File: config.mk
export PLATFORM = sky130hd
export DESIGN_NAME = btn_event_arbiter_flat
export DESIGN_NICKNAME = d
export VERILOG_FILES = /design/src/rtl/btn_event_arbiter_pkg.sv /design/src/rtl/btn_event_arbiter_if.sv /design/src/rtl/btn_event_arbiter_sync.sv /design/src/rtl/btn_event_arbiter.sv /design/src/flat_wrapper.sv
export SDC_FILE = /design/constraint.sdc
export NUM_CORES = 1
export LEC_CHECK = 0
export ABC_AREA = 1
export CAP_MARGIN = 20
export CORE_ASPECT_RATIO = 0.9
export CORE_MARGIN = 2
export CORE_UTILIZATION = 59
export CTS_CLUSTER_DIAMETER = 150
export DETAILED_ROUTE_END_ITERATION = 12
export PLACE_DENSITY_LB_ADDON = 0.2
export SYNTH_ARGS = -nofsm -noshare
export SYNTH_HDL_FRONTEND = slang
export SYNTH_SLANG_ARGS = --single-unit
File: constraint.sdc
create_clock -name clk -period 2.55 [get_ports clk]
set_clock_uncertainty 0.15 [all_clocks]
set_input_delay 0.255 -clock clk [delete_from_list [all_inputs] [get_ports clk]]
set_output_delay 0.255 -clock clk [all_outputs]
set_load 0.01 [all_outputs]
File: src/rtl/btn_event_arbiter_pkg.sv
// btn_pkg: shared FSM states, button codes, default settle time and the round-robin pick
package btn_pkg;
  typedef enum logic {IDLE, SETTLE} state_t;
  typedef enum logic [1:0] {BTN_N, BTN_E, BTN_S, BTN_W} btn_code_t;
  localparam int DEF_SETTLE_CYCLES = 500000;
  function automatic logic [1:0] rr_pick(input logic [3:0] req, input logic [1:0] last);
    rr_pick = last;
    for (int k = 4; k >= 1; k--)
      if (req[2'(last + 2'(k))]) rr_pick = 2'(last + 2'(k));
  endfunction
endpackage

File: src/rtl/btn_event_arbiter_if.sv
// btn_event_arbiter_if: raw buttons in, debounced events and levels out
interface btn_event_arbiter_if;
  logic btn_north;
  logic btn_east;
  logic btn_south;
  logic btn_west;
  logic evt_valid;
  logic [1:0] evt_code;
  logic evt_press;
  logic [3:0] btn_state;
  logic busy;
  modport master(input btn_north, btn_east, btn_south, btn_west,
                 output evt_valid, evt_code, evt_press, btn_state, busy);
  modport slave(output btn_north, btn_east, btn_south, btn_west,
                input evt_valid, evt_code, evt_press, btn_state, busy);
endinterface

File: src/rtl/btn_event_arbiter_sync.sv
// btn_sync: 2-flop synchronizer for one asynchronous button
module btn_sync (
  input  logic clk,
  input  logic rst,
  input  logic d,
  output logic q
);
  logic meta_q, sync_q;
  // shift the raw level through two flops
  always_ff @(posedge clk)
    if (rst) {sync_q, meta_q} <= 2'b00;
    else {sync_q, meta_q} <= {meta_q, d};
  assign q = sync_q;
endmodule

File: src/rtl/btn_event_arbiter.sv
// btn_event_arbiter: round-robin shared settle counter for four buttons; BTN_RELEASE_EVT_EN adds release events
module btn_event_arbiter
  import btn_pkg::*;
#(
  parameter int SETTLE_CYCLES = DEF_SETTLE_CYCLES,
  parameter int CNT_W = 19
) (
  input logic clk,
  input logic rst,
  btn_event_arbiter_if.master bus
);
  localparam logic [CNT_W-1:0] CNT_LAST = CNT_W'(SETTLE_CYCLES - 1);
  logic [3:0] raw, sync, req;
  state_t state_q, state_d;
  logic [1:0] grant_q, grant_d, last_q, last_d, evt_code_q, evt_code_d;
  logic [CNT_W-1:0] cnt_q, cnt_d;
  logic [3:0] btn_state_q, btn_state_d;
  logic evt_valid_q, evt_valid_d, evt_press_q, evt_press_d;
  assign raw = {bus.btn_west, bus.btn_south, bus.btn_east, bus.btn_north};
  genvar i;
  for (i = 0; i < 4; i++) begin : g_sync
    btn_sync u_sync (.clk(clk), .rst(rst), .d(raw[i]), .q(sync[i]));
  end
  assign req = sync ^ btn_state_q;
  // grant in IDLE (one cooldown cycle after an event keeps events SETTLE_CYCLES+2 apart), settle the granted button
  always_comb begin
    state_d = state_q;
    grant_d = grant_q;
    last_d = last_q;
    cnt_d = cnt_q;
    btn_state_d = btn_state_q;
    evt_valid_d = 1'b0;
    evt_code_d = evt_code_q;
    evt_press_d = evt_press_q;
    if (state_q == IDLE) begin
      if (req != 4'b0 && !evt_valid_q) begin
        grant_d = rr_pick(req, last_q);
        cnt_d = '0;
        state_d = SETTLE;
      end
    end else if (!req[grant_q]) begin
      last_d = grant_q;
      state_d = IDLE;
    end else if (cnt_q == CNT_LAST) begin
      btn_state_d[grant_q] = sync[grant_q];
      last_d = grant_q;
      state_d = IDLE;
      evt_code_d = grant_q;
      evt_press_d = sync[grant_q];
`ifdef BTN_RELEASE_EVT_EN
      evt_valid_d = 1'b1;
`else
      evt_valid_d = sync[grant_q];
`endif
    end else begin
      cnt_d = cnt_q + 1'b1;
    end
  end
  // state and registered outputs
  always_ff @(posedge clk)
    if (rst) begin
      state_q <= IDLE;
      grant_q <= 2'd0;
      last_q <= BTN_W;
      cnt_q <= '0;
      btn_state_q <= 4'b0;
      evt_valid_q <= 1'b0;
      evt_code_q <= 2'd0;
      evt_press_q <= 1'b0;
    end else begin
      state_q <= state_d;
      grant_q <= grant_d;
      last_q <= last_d;
      cnt_q <= cnt_d;
      btn_state_q <= btn_state_d;
      evt_valid_q <= evt_valid_d;
      evt_code_q <= evt_code_d;
      evt_press_q <= evt_press_d;
    end
  assign bus.evt_valid = evt_valid_q;
  assign bus.evt_code = evt_code_q;
  assign bus.evt_press = evt_press_q;
  assign bus.btn_state = btn_state_q;
  assign bus.busy = (state_q == SETTLE);
endmodule

File: src/flat_wrapper.sv
// flat-port wrapper written by rule: the top's interface ports become plain ports
module btn_event_arbiter_flat import btn_pkg::*;
#(
  parameter int SETTLE_CYCLES = DEF_SETTLE_CYCLES,
  parameter int CNT_W = 19
)
  (clk, rst, bus_btn_north, bus_btn_east, bus_btn_south, bus_btn_west, bus_evt_valid, bus_evt_code, bus_evt_press, bus_btn_state, bus_busy);
  btn_event_arbiter_if bus_i ();
  input logic clk;
  input logic rst;
  input wire logic [$bits(bus_i.btn_north)-1:0] bus_btn_north;
  input wire logic [$bits(bus_i.btn_east)-1:0] bus_btn_east;
  input wire logic [$bits(bus_i.btn_south)-1:0] bus_btn_south;
  input wire logic [$bits(bus_i.btn_west)-1:0] bus_btn_west;
  output wire logic [$bits(bus_i.evt_valid)-1:0] bus_evt_valid;
  output wire logic [$bits(bus_i.evt_code)-1:0] bus_evt_code;
  output wire logic [$bits(bus_i.evt_press)-1:0] bus_evt_press;
  output wire logic [$bits(bus_i.btn_state)-1:0] bus_btn_state;
  output wire logic [$bits(bus_i.busy)-1:0] bus_busy;
  assign bus_i.btn_north = bus_btn_north;
  assign bus_i.btn_east = bus_btn_east;
  assign bus_i.btn_south = bus_btn_south;
  assign bus_i.btn_west = bus_btn_west;
  assign bus_evt_valid = bus_i.evt_valid;
  assign bus_evt_code = bus_i.evt_code;
  assign bus_evt_press = bus_i.evt_press;
  assign bus_btn_state = bus_i.btn_state;
  assign bus_busy = bus_i.busy;
  btn_event_arbiter #(.SETTLE_CYCLES(SETTLE_CYCLES), .CNT_W(CNT_W)) u_core (.clk(clk), .rst(rst), .bus(bus_i));
endmodule
==> impl_results.md <==
* Relative slew slack at 67.4%
* Vias in the first global route at 2114
* Synthesized area per cell at 6.23 sq um
* R2r worst-path depth at 10
* Initial DRC count at 333
* TritonRoute pass-1 iters at 5
* Hold-fix buffer count after cts at 0
* Gr usage total at 26.5%
* CTS tree: yes
* Worst path top cell family by delay: simple AND/OR/NAND/NOR gates
* Post-CTS Resized at 0
* Die Width at 71.1 microns
* Die Y at 64.4 microns
* Clk pwr share at 32.9%
* Via count at 2366
* Post-Syn Instances at 384
* Cell Area, Synth at 0.00239 sq mm
* Drt drc at 0
* GR peak layer: met1
* R2r endpoint: u_core.cnt_q[3]
* CP Capture Type: register
* FF/Latch Area at 801 sq um
* # IOs at 15
* Slowest cell on crit path: dfxtp_1
* Final wirelength at 5.47 mm
* Unrepaired setup endpoints after global routing: no
* Clock root cell: clkbuf_8
* Global-route wire length before repair at 9.72 mm
* Crit path launch: u_core.cnt_q[0]
* Port Buffers at 14
* Share of the yosys chip area belonging to registers at 33.5%
* Gate power share at 19.3%
* Clk sinks at 40
* Total Power at 1.41 mW
* Maximum vdd drop at 347 uV
* Die area at 0.00458 sq mm
* Maximum fanout along the worst path at 22
* H-tree Lvls at 2
* Min-delay worst type: reg2reg
* Reg-to-Reg Start: u_core.cnt_q[0]
* Final RePlAce weighted congestion at 0.955
* Max-slew violations at 0
* Final net count at 402
* Core box area at 0.00381 sq mm
* CP required at 2.60 ns
* Fmax at 435 MHz
* Filler Cell Count at 323
* Initial Util at 62.8%
* R2r setup slk at 0.25 ns
* CTS clk-pin slew, worst paths at 0.08 ns
* Initial antenna violation count at 0
* Clock latency at the later pin of the worst-skew pair at 0.30 ns
* Syn Nets at 391
* Synth cell types at 28
* Core Rows at 21
* Post-DP HPWL at 3.89 mm
* Yosys warning total at 0
* Routed len/inst at 12.4 microns
* Hold_sp: u_core.g_sync[1].u_sync.meta_q
* Global Route met3 Usage at 4.51%
* Antenna fix cells at 0
* Area of the multi-input gates at 0.00137 sq mm
* FF+latch count, synth at 40
* Outcome: finished, final reports clean
* WP buf/inv at 1
* Finish-stage setup viols at 0
* Psw at 0.456 mW
* Period minus WS final at 2.30 ns
* P_leak at 1.01 nW
* CTS Buf Count at 5
* Post-CTS setup buffer count at 0
* Delay of the slowest critical-path stage at 0.43 ns
* Final period utilization at 90.1%
* Int Pwr at 0.949 mW
* Final hold violation count at 0
* Flop pwr share at 47.8%
* M1 GR Usage at 39.9%
* Max Cap Viol at 0
* Startpoint Class: register
* Vias/cell at 5.35
* Setup tns final at 0 ns
* Clock Path Buffers at 2
* Grt total ovfl at 0
* WS Path Type: reg2reg
* Worst Hold Path EP: u_core.g_sync[1].u_sync.q
* Power Density at 532 mW/mm^2
* Met2 GRT Util at 39.3%
* DRT antenna net count at 0
* Crit-path cells: ha_1, nand2_1, nor2_2, inv_2, nor2_4, nand2_4, nand3_4, nand2_2, a21oi_1, nor2_1
* Largest net degree at the start of global routing at 33
* Net Sw Frac at 32.4%
* Arrival time worst endpoint at 2.35 ns
* Worst-Margin Slew at 0.488 ns
* Area Growth Syn to Fin at 10.4%
* Share of post-route cells with drive strength above 1 at 7.58%
* Min-Delay Path Depth at 2
## placed cells by master (no fill, tap or decap), drive strengths merged
cell type,count
dfxtp,40
nand3,53
buf,3
a21oi,25
ha,1
o211ai,2
nand3b,1
clkinvlp,2
inv,41
clkbuf,6
clkdlybuf4s50,14
xor2,11
nor2,68
nor4,1
nand2,118
nand4,3
o21bai,1
xnor2,1
o2111ai,1
nor3,4
## layer usage
metal | routed length [microns] | up-vias | part of all wire [%]
met3 | 358 | 9 | 6.5
met1 | 2820 | 1045 | 52
met2 | 2220 | 83 | 41
li1 | - | 1229 | -
met4 | 66 | 0 | 1.2
met5 | 0 | - | 0
## sequential cells by signal (all words and copies together), names as in the netlist
register / count
u_core.last_q: 2
u_core.bus.btn_state: 4
u_core.bus.busy: 1
u_core.g_sync.u_sync.q: 4
u_core.bus.evt_valid: 1
u_core.bus.evt_press: 1
u_core.grant_q: 2
u_core.g_sync.u_sync.meta_q: 4
u_core.bus.evt_code: 2
u_core.cnt_q: 19
## metrics by stage
stage | utilization [%] | instance area, sq um | hold slack (ns) | std cells | worst slack, ns
floorplan | - | 2390 | 0.212 | 384 | 0.712
global placement | 66.8 | 2540 | 0.240 | 434 | 0.401
detailed placement | 66.8 | 2540 | 0.244 | 434 | 0.279
CTS | 69.3 | 2640 | 0.255 | 442 | 0.255
global route | 69.3 | 2640 | 0.284 | 442 | 0.0279
finish | 69.3 | 2640 | 0.254 | 442 | 0.253
## power groups by stage
stage               Clock [mW]  Combinational, mW  Sequential (mW)
floorplan                    0              0.227            0.677
global placement             0              0.264            0.685
detailed placement           0              0.268            0.686
CTS                      0.464              0.270            0.672
global route             0.484              0.306            0.676
finish                   0.462              0.271            0.672
## final cells by class
| type | count | share of cell area, % |
|---|---|---|
| clock buffer | 6 | 3.13 |
| clock inverter | 2 | 0.568 |
| inverter | 41 | 5.83 |
| multi-input combinational | 290 | 51.8 |
| sequential | 40 | 30.3 |
| tap | 46 | 2.18 |
| timing repair buffer | 17 | 6.16 |
## cells in the mapped netlist
cell	count	area share, %
nand2_1	112	18
nor2_1	61	9.6
nand3_1	51	11
dfxtp_1	40	33
inv_1	37	5.8
a21oi_1	25	5.2
xor2_1	11	4.0
clkbuf_1	6	0.94
nor2_2	5	1.3
buf_2	4	0.84
inv_2	4	0.63
nand2_2	4	1.0
nor3_1	4	0.84
nand4_1	3	0.78
buf_6	2	0.94
nand2_4	2	0.94
o211ai_1	2	0.63
buf_1	1	0.16
ha_1	1	0.52
nand3_2	1	0.42
nand3_4	1	0.73
nand3b_1	1	0.31
nor2_4	1	0.47
nor2_8	1	0.84
nor4_1	1	0.26
o2111ai_1	1	0.37
o21bai_1	1	0.31
xnor2_1	1	0.37
## worst max path at each step
stage,endpoint,slack [ns],cells past startpoint
floorplan,u_core.cnt_q[2],0.71,11
global placement,u_core.cnt_q[2],0.40,10
detailed placement,u_core.cnt_q[2],0.28,10
CTS,u_core.cnt_q[3],0.25,10
global route,u_core.cnt_q[2],0.03,11
finish,u_core.cnt_q[3],0.25,10
## logic make-up (layout without fill, tap and decap cells)
group                    Yosys count  count (layout)  synth area share, %
AND/OR/NAND/NOR                  248             248                 45.8
buffers and inverters             54              66                 9.31
adder cells (fa/ha/maj)            1               1                0.523
XOR/XNOR                          12              12                 4.39
AO/OA/AOI/OAI                     29              29                 6.54
flip-flops                        40              40                 33.5
## tightest hold or removal path: stages, from the launching register on
cell and delay [ns]:
dfxtp_1 0.30, inv_1 0.04, nor2_1 0.03
(Power assumes the default switching activity.)
